===== src/rtl/count_disp_pkg.sv =====
// Shared types, segment patterns and the double-dabble digit helper for count_bcd_display.
package count_disp_pkg;

  typedef enum logic [1:0] {
    ST_IDLE  = 2'd0,
    ST_SHIFT = 2'd1,
    ST_DONE  = 2'd2
  } state_t;

  // Active-high patterns, bit order {g,f,e,d,c,b,a}
  localparam logic [6:0] SEG_0     = 7'h3F;
  localparam logic [6:0] SEG_1     = 7'h06;
  localparam logic [6:0] SEG_2     = 7'h5B;
  localparam logic [6:0] SEG_3     = 7'h4F;
  localparam logic [6:0] SEG_4     = 7'h66;
  localparam logic [6:0] SEG_5     = 7'h6D;
  localparam logic [6:0] SEG_6     = 7'h7D;
  localparam logic [6:0] SEG_7     = 7'h07;
  localparam logic [6:0] SEG_8     = 7'h7F;
  localparam logic [6:0] SEG_9     = 7'h6F;
  localparam logic [6:0] SEG_BLANK = 7'h00;

  // Pre-shift correction so a digit >= 5 carries correctly after doubling
  function automatic logic [3:0] add3_digit(input logic [3:0] d);
    return (d >= 4'd5) ? 4'(d + 4'd3) : d;
  endfunction

endpackage


===== src/rtl/seg7_decode.sv =====
// One BCD digit to seven segments; codes above 9 blank the digit.
module seg7_decode
  import count_disp_pkg::*;
#(
  parameter int unsigned SEG_ACT_LOW = 1
) (
  input  logic [3:0] digit,
  output logic [6:0] seg
);

  logic [6:0] pattern;

  always_comb begin
    pattern = SEG_BLANK;
    case (digit)
      4'd0:    pattern = SEG_0;
      4'd1:    pattern = SEG_1;
      4'd2:    pattern = SEG_2;
      4'd3:    pattern = SEG_3;
      4'd4:    pattern = SEG_4;
      4'd5:    pattern = SEG_5;
      4'd6:    pattern = SEG_6;
      4'd7:    pattern = SEG_7;
      4'd8:    pattern = SEG_8;
      4'd9:    pattern = SEG_9;
      default: pattern = SEG_BLANK;
    endcase
  end

  assign seg = (SEG_ACT_LOW != 0) ? ~pattern : pattern;

endmodule


===== src/rtl/count_bcd_display.sv =====
// Samples the counter value, converts it to BCD with a serial double-dabble engine,
// drives the seven-segment digits and tracks terminal-count wraps.
module count_bcd_display
  import count_disp_pkg::*;
#(
  parameter int unsigned WIDTH       = 16,
  parameter int unsigned DIGITS      = 5,
  parameter int unsigned AUTO_SAMPLE = 1,
  parameter int unsigned SEG_ACT_LOW = 1
) (
  input  logic                  clk,
  input  logic                  reset,
  input  logic [WIDTH-1:0]      count_in,
  input  logic                  tc_in,
  input  logic                  sample,
  input  logic                  clear_wrap,
  output logic                  busy,
  output logic                  valid,
  output logic [4*DIGITS-1:0]   bcd,
  output logic [7*DIGITS-1:0]   hex_n,
  output logic                  wrap_flag,
  output logic [7:0]            wrap_cnt
);

  localparam int unsigned BCD_W = 4 * DIGITS;
  localparam int unsigned CNT_W = $clog2(WIDTH + 1);
  localparam int unsigned SHW   = BCD_W + WIDTH;

  state_t             state, state_next;
  logic [WIDTH-1:0]   bin_q, bin_next;
  logic [WIDTH-1:0]   last_q, last_next;
  logic [BCD_W-1:0]   scratch_q, scratch_next, scratch_adj;
  logic [CNT_W-1:0]   cnt_q, cnt_next;
  logic               pending_q, pending_next;
  logic [BCD_W-1:0]   bcd_q, bcd_next;
  logic               valid_q, valid_next;
  logic               busy_q, busy_next;
  logic               wrap_flag_q, wrap_flag_next;
  logic [7:0]         wrap_cnt_q, wrap_cnt_next;
  logic               request;
  logic [SHW-1:0]     shifted;

  always_ff @(posedge clk or posedge reset) begin
    if (reset) state <= ST_IDLE;
    else       state <= state_next;
  end

  always_ff @(posedge clk or posedge reset) begin
    if (reset) begin
      bin_q       <= '0;
      last_q      <= '0;
      scratch_q   <= '0;
      cnt_q       <= '0;
      pending_q   <= 1'b0;
      bcd_q       <= '0;
      valid_q     <= 1'b0;
      busy_q      <= 1'b0;
      wrap_flag_q <= 1'b0;
      wrap_cnt_q  <= '0;
    end else begin
      bin_q       <= bin_next;
      last_q      <= last_next;
      scratch_q   <= scratch_next;
      cnt_q       <= cnt_next;
      pending_q   <= pending_next;
      bcd_q       <= bcd_next;
      valid_q     <= valid_next;
      busy_q      <= busy_next;
      wrap_flag_q <= wrap_flag_next;
      wrap_cnt_q  <= wrap_cnt_next;
    end
  end

  // Next-state, conversion datapath and wrap tracking
  always_comb begin
    state_next     = state;
    bin_next       = bin_q;
    last_next      = last_q;
    scratch_next   = scratch_q;
    cnt_next       = cnt_q;
    pending_next   = pending_q;
    bcd_next       = bcd_q;
    valid_next     = 1'b0;
    wrap_flag_next = wrap_flag_q;
    wrap_cnt_next  = wrap_cnt_q;

    for (int i = 0; i < int'(DIGITS); i++) begin
      scratch_adj[4*i +: 4] = add3_digit(scratch_q[4*i +: 4]);
    end
    shifted = {scratch_adj, bin_q} << 1;

    request = sample || ((AUTO_SAMPLE != 0) && (count_in != last_q));

    case (state)
      ST_IDLE: begin
        if (request) begin
          bin_next     = count_in;
          last_next    = count_in;
          scratch_next = '0;
          cnt_next     = '0;
          state_next   = ST_SHIFT;
        end
      end
      ST_SHIFT: begin
        scratch_next = shifted[SHW-1:WIDTH];
        bin_next     = shifted[WIDTH-1:0];
        cnt_next     = CNT_W'(cnt_q + 1'b1);
        if (sample) pending_next = 1'b1;
        if (cnt_q == CNT_W'(WIDTH - 1)) state_next = ST_DONE;
      end
      ST_DONE: begin
        bcd_next   = scratch_q;
        valid_next = 1'b1;
        // A request arriving on the DONE edge merges into the restart
        if (pending_q || sample) begin
          pending_next = 1'b0;
          bin_next     = count_in;
          last_next    = count_in;
          scratch_next = '0;
          cnt_next     = '0;
          state_next   = ST_SHIFT;
        end else begin
          state_next = ST_IDLE;
        end
      end
      default: state_next = ST_IDLE;
    endcase

    busy_next = (state_next != ST_IDLE);

    // tc takes priority over clear so a wrap on the clear edge is never lost
    if (tc_in) begin
      wrap_flag_next = 1'b1;
      if (clear_wrap)                wrap_cnt_next = 8'd1;
      else if (wrap_cnt_q != 8'hFF)  wrap_cnt_next = 8'(wrap_cnt_q + 8'd1);
    end else if (clear_wrap) begin
      wrap_flag_next = 1'b0;
      wrap_cnt_next  = '0;
    end
  end

  for (genvar g = 0; g < int'(DIGITS); g++) begin : g_seg
    seg7_decode #(.SEG_ACT_LOW(SEG_ACT_LOW)) u_seg (
      .digit (bcd_q[4*g +: 4]),
      .seg   (hex_n[7*g +: 7])
    );
  end

  assign busy      = busy_q;
  assign valid     = valid_q;
  assign bcd       = bcd_q;
  assign wrap_flag = wrap_flag_q;
  assign wrap_cnt  = wrap_cnt_q;

endmodule

===== config.mk =====
export PLATFORM = sky130hd
export DESIGN_NAME = count_bcd_display
export DESIGN_NICKNAME = d
export VERILOG_FILES = /design/src/rtl/count_disp_pkg.sv /design/src/rtl/seg7_decode.sv /design/src/rtl/count_bcd_display.sv
export SDC_FILE = /design/constraint.sdc
export NUM_CORES = 1
export LEC_CHECK = 0
export ABC_AREA = 1
export ABC_CLOCK_PERIOD_IN_PS = 5600
export BUFFER_PORTS_ARGS = -buffer_cell sky130_fd_sc_hd__buf_2
export CORE_MARGIN = 1.5
export CORE_UTILIZATION = 53
export CTS_BUF_LIST = sky130_fd_sc_hd__clkbuf_16
export DETAILED_ROUTE_END_ITERATION = 6
export GPL_TIMING_DRIVEN = 0
export PLACE_DENSITY = 0.83
export SLEW_MARGIN = 5
export SYNTH_ARGS = -nofsm -noshare
export SYNTH_HDL_FRONTEND = slang
export SYNTH_SLANG_ARGS = --single-unit

===== constraint.sdc =====
create_clock -name clk -period 5.6 [get_ports clk]
set_input_delay 1.4 -clock clk [delete_from_list [all_inputs] [get_ports clk]]
set_output_delay 1.4 -clock clk [all_outputs]
set_load 0.03 [all_outputs]

Yosys cells after proc, flatten, opt, wreduce, memory -nomap -nowiden
Memory sizes are Yosys's and may differ from the RTL's.
Index checks and enable logic that the tools add are counted.
- flip-flop bits (word level): 91
- memory bits (read-only): 560
- bits of input ports: 21
- output and inout bits: 66
- logic and storage cells: 83
- memories kept: 5
- memory list (name ; words ; width ; read ports ; clocked after Yosys merged registers in ; write ports ; RTL line ; text):
    (name not given) ; 16 ; 7 ; 1 ; 0 ; 0 ; seg7_decode.sv:15 ; case (digit)
    (name not given) ; 16 ; 7 ; 1 ; 0 ; 0 ; seg7_decode.sv:15 ;
    (name not given) ; 16 ; 7 ; 1 ; 0 ; 0 ; seg7_decode.sv:15 ;
    (name not given) ; 16 ; 7 ; 1 ; 0 ; 0 ; seg7_decode.sv:15 ;
    (name not given) ; 16 ; 7 ; 1 ; 0 ; 0 ; seg7_decode.sv:15 ;
- add/subtract/negate cells: 7
- $lt $le $gt $ge: 5
- equality and inequality tests: 8
- mux-type cells: 29
- bitwise logic cells: 5
- reductions and logical operators: 13
- operators with widths (kind ; number):
    20-bit one-hot mux with 3 select lines ; 1
    16-bit one-hot mux with 3 select lines ; 1
    20-bit two-way mux ; 2
    7-bit NOT ; 5
    16-bit two-way mux ; 2
    8-bit two-way mux ; 4
    16-bit one-hot mux with 2 select lines ; 1
    4-bit by 3-bit >= comparator with 1-bit output, second input constant ; 5
    4-bit by 2-bit adder with 4-bit output, second input constant ; 4
    4-bit two-way mux ; 4
    16-bit inequality test ; 1
    5-bit one-hot mux with 3 select lines ; 1
    5-bit two-way mux ; 2
    2-bit nonzero test ; 5
    3-bit AND reduction ; 3
    8-bit by 1-bit adder with 8-bit output, second input constant ; 1
    8-bit inequality test, second input constant ; 1
    1-bit two-way mux ; 6
    2-bit inequality test, second input constant ; 3
    2-bit one-hot mux with 3 select lines ; 1
    5-bit by 1-bit adder with 5-bit output, second input constant ; 1
    5-bit by 4-bit == test with 1-bit output, second input constant ; 1
    2-bit two-way mux ; 2
    3-bit by 2-bit adder with 3-bit output, second input constant ; 1
    8 further kinds ; 9

Depth between registers and ports, before layout
- word-level depth: 5
- gate-level depth with buffers: 11
- gate-level depth less buffers: 10

Modules after synthesis
Synthesis repeated with hierarchy kept, for this count alone.
- cell total of the unflattened synthesis: 746
- area total of the unflattened synthesis: 5442.7 sq um
- by module, submodules not included (module ; times used ; cells an instance ; area an instance (sq um) ; seq. area each (sq um)):
    count_bcd_display ; 1 ; 586 ; 4566.9 ; 2277.2
    seg7_decode ; 5 ; 32 ; 175.2 ; 0.0

Worst setup path before layout
Ideal clock, no wire load.
- path type: flip-flop to output port
- from: register bcd_q[5], in the netlist bcd[5]
- to: output port hex_n[10]
- arrival: 1800 ps
- required time: 4200 ps
- setup slack: 2400 ps
- cell stages (with the launch flop): 6
- buffers on the path: 0
- cells stage by stage: dfrtp_1 > inv_1 > ha_1 > nand2_1 > inv_1 > o21ai_0
- cells in the longest elaborated chain, start to end: 2
- ends and longest elaborated chain (element ; RTL line ; text):
    start, declared ; count_bcd_display.sv:35 ; logic [BCD_W-1:0] bcd_q, bcd_next;
    start signal, assigned ; count_bcd_display.sv:66 ; bcd_q <= bcd_next;
    memory 16 x 7 bit ; -- ;
    7-bit NOT ; seg7_decode.sv:30 ; assign seg = (SEG_ACT_LOW != 0) ? ~pattern : pattern;
    end, declared ; count_bcd_display.sv:20 ; output logic [7*DIGITS-1:0] hex_n,
No other way between the ends.

Worst setup path in the final report
Same ends and word-level chain as after synthesis.

==> summary.md <==
| Metric | Value |
|---|---|
| Vias/cell | `5.03` |
| GRT Total Usage | `between 20% and 30%` |
| Async SR Flop Fraction | `100%` |
| Crit path kind | `flip-flop to primary output` |
| WP buf/inv | `3` |
| Min-Delay Path Class | `flip-flop to flip-flop` |
| GR peak layer | `met2` |
| Commonest non-fill, non-tap cell in the layout | `nand2_1` |
| Cell Rows | `36` |
| Yosys cell types | `30` |
| DR vias | `4827` |
| Final std cells w/o fill | `960` |
| Num CTS Buffers | `9` |
| Outcome | `finished clean` |
| Vias in the first global route | `~4200` |
| # clock sinks | `slightly above 90` |
| Final Hold Fails | `0` |
| Yosys Warn Count | `0` |
| Overall power | `3.94 mW` |
| Commonest cells after routing, fill and taps aside | `230 x nand2_1, 92 x inv_1, 92 x buf_2` |
| DPL Wire Length | `7910 um` |
| Fmax | `323 MHz` |
| Die width | `104 um` |
| CTS Root Cell | `clkbuf_16` |
| Pins Over Slew Limit | `0` |
| P&R area growth vs syn | `16.4%` |
| Slew @ Worst Pin | `between 500 and 600 ps` |
| Global route overflow | `0` |
| Critical path's slowest cell | `dfrtp_1` |
| Drt wl/cell | `around 11 um` |
| Worst-path fanout max | `6` |
| Net count after synthesis | `just under 800` |
| Largest net degree at the start of global routing | `50` |
| NumNets Final | `between 800 and 900` |
| Mapped cell area | `around 5400 um^2` |
| Fill cells | `roughly 860` |
| Pwr Density | `around 620 nW/um^2` |
| First-pass DRT Iterations | `6` |
| Final Util | `64.0%` |
| Synth Area per Inst | `around 7.5 um^2` |
| Global Route met1 Usage | `between 20 and 30%` |
| First-pass GRT wire length | `19300 um` |
| Critical Path Start Type | `flip-flop` |
| Clock Path Buffers | `2` |
| Diode count | `0` |
| Mapped Cells | `approximately 720` |
| DIE AREA | `approximately 11000 um^2` |
| Postcts setup bufs | `0` |
| Crit-path cells | `inv_1, ha_1, nand2_1, inv_1, o21ai_0, buf_2` |
| Max-cap viol count | `0` |
| Sequential area share after synthesis | `a little over two fifths` |
| Die Height | `104 um` |
| CORE AREA | `between 9000 and 10000 um^2` |
| H-tree depth | `3` |
| CP max stage delay | `roughly 440 ps` |
| Setup crit end kind | `primary output` |
| Hold_buf cts | `0` |
| Residual DRC | `0` |
| Crit path arrival time | `roughly 1700 ps` |
| M3 GR Usage | `slightly below 3%` |
| Final GP Congestion | `between 0.8 and 0.9` |
| IO Pins | `87` |
| Antenna violations before repair | `0` |
| Initial drt markers | `roughly 350` |
| Peak VDD IR | `between 300 and 400 uV` |
| Number of flops mapped to enable cells by yosys | `0` |
| Crit path top cell by count | `inv_1` |
| Starting density of the core | `approximately 55%` |
| TNS Setup | `0 ps` |
| Crit path max-delay family | `flip-flops` |
| IO Port Bufs | `86` |
| Detailed Route WL | `around 11000 um` |
| Slew headroom | `59.9%` |
| Most used DFF post-synth | `dfrtp_1` |
| Critical path required time | `approximately 4200 ps` |
| Post-route minimum period | `just over 3000 ps` |
| RSZ-0062 raised after global routing | `false` |
| Clk_lat worst skew | `~330 ps` |
| Area of the multi-input gates | `2670 um^2` |
| Count of state elements after synthesis | `approximately 90` |
| Antenna Violating Nets Remaining | `0` |
| Sequential Area | `~2300 um^2` |
| Clock skew | `approximately 8.3 ps` |
| Reg clk slew, reported paths | `60 ps` |
| Static leakage | `3.46 nW` |
| Post-cts sizing count | `0` |
| Final setup violation count | `0` |
| Placed cell count | `~940` |
| Met2 usage | `35.1%` |
| Fin crit share | `a little under three fifths` |
| Layout cell share with drive strength beyond 1 | `roughly 15%` |
| CTS tree | `yes` |
## worst paths after layout
path | cells after the start | start | slack (ps) | to
max | 6 | bcd[5] | 2500 | hex_n[10]
min | 1 | wrap_flag | 470 | wrap_flag
max reg2reg | 6 | state[0] | 3860 | last_q[5]
min reg2reg | 1 | wrap_flag | 470 | wrap_flag
max in group asynchronous | 3 | reset | 3860 | state[0]
min in group asynchronous | 2 | reset | 1120 | bcd[12]
## logic make-up (layout without fill, tap and decap cells)
family,count (synthesis),after routing,synth area share (%)
buf+inv,115,218,8.74
simple gates,350,350,26.9
xor+xnor,6,6,0.969
compound gates,119,119,11.5
fa+ha+maj,43,43,9.92
flops,91,91,42.0
## area by class of cell
| cell class | instances | area share (%) |
|---|---|---|
| clock inverters | 7 | 0.575 |
| flip-flops and latches | 91 | 36.1 |
| well taps | 133 | 2.64 |
| inverters | 93 | 5.57 |
| multi-input cells | 518 | 42.3 |
| plain buffers | 22 | 1.98 |
| repair buffers | 87 | 7.26 |
| clock buffers | 9 | 3.57 |
## synthesized netlist by cell type, types with 2 or more instances
library cell,n,share of area (%)
ha_1,43,9.9
o211ai_1,6,0.83
nand3_1,65,6.0
dfrtp_1,91,42
buf_6,4,0.83
nand3b_1,2,0.28
nor2_2,3,0.35
clkbuf_1,9,0.62
o21ai_0,89,8.2
buf_2,6,0.55
o21ai_2,2,0.32
xnor2_1,5,0.81
nand2_1,230,16
nor3_1,2,0.18
or2_2,5,0.58
nor2_1,35,2.4
nand4_1,5,0.58
inv_1,92,6.4
a21oi_1,19,1.8
## worst reg2reg max path: stages (launching register included)
cell and delay [ps]:
dfrtp_1 370, clkbuf_2 150, nor2_2 300, o21ai_1 300, clkbuf_1 300, nand3_1 160
nand2_1 60
## per-layer routing
layer,part of all wire [%],vias to the layer above
li1,-,2502
met1,48,2188
met2,46,130
met3,4.8,7
met4,0.81,0
met5,0,-
## through the flow
step                cell area, um^2  hold WS, ps  setup WS (ps)
floorplan                      5420          442           1840
global placement               6020          455            769
detailed placement             6050          463           2850
CTS                            6310          477           2490
global route                   6310          494           2360
finish                         6310          474           2500
## power breakdown
part           internal, mW  switching, mW
Sequential            0.936          0.251
Clock                 0.295          0.246
Combinational         0.703           1.51
Total                  1.93           2.01
## state kept, by name, summed over array words and instances (netlist names)
signal     count
pending_q      1
bin_q         16
valid          1
wrap_cnt       8
scratch_q     20
state          2
bcd           20
cnt_q          5
busy           1
last_q        16
wrap_flag      1
Note: power is estimated with default switching activity, not from simulation.
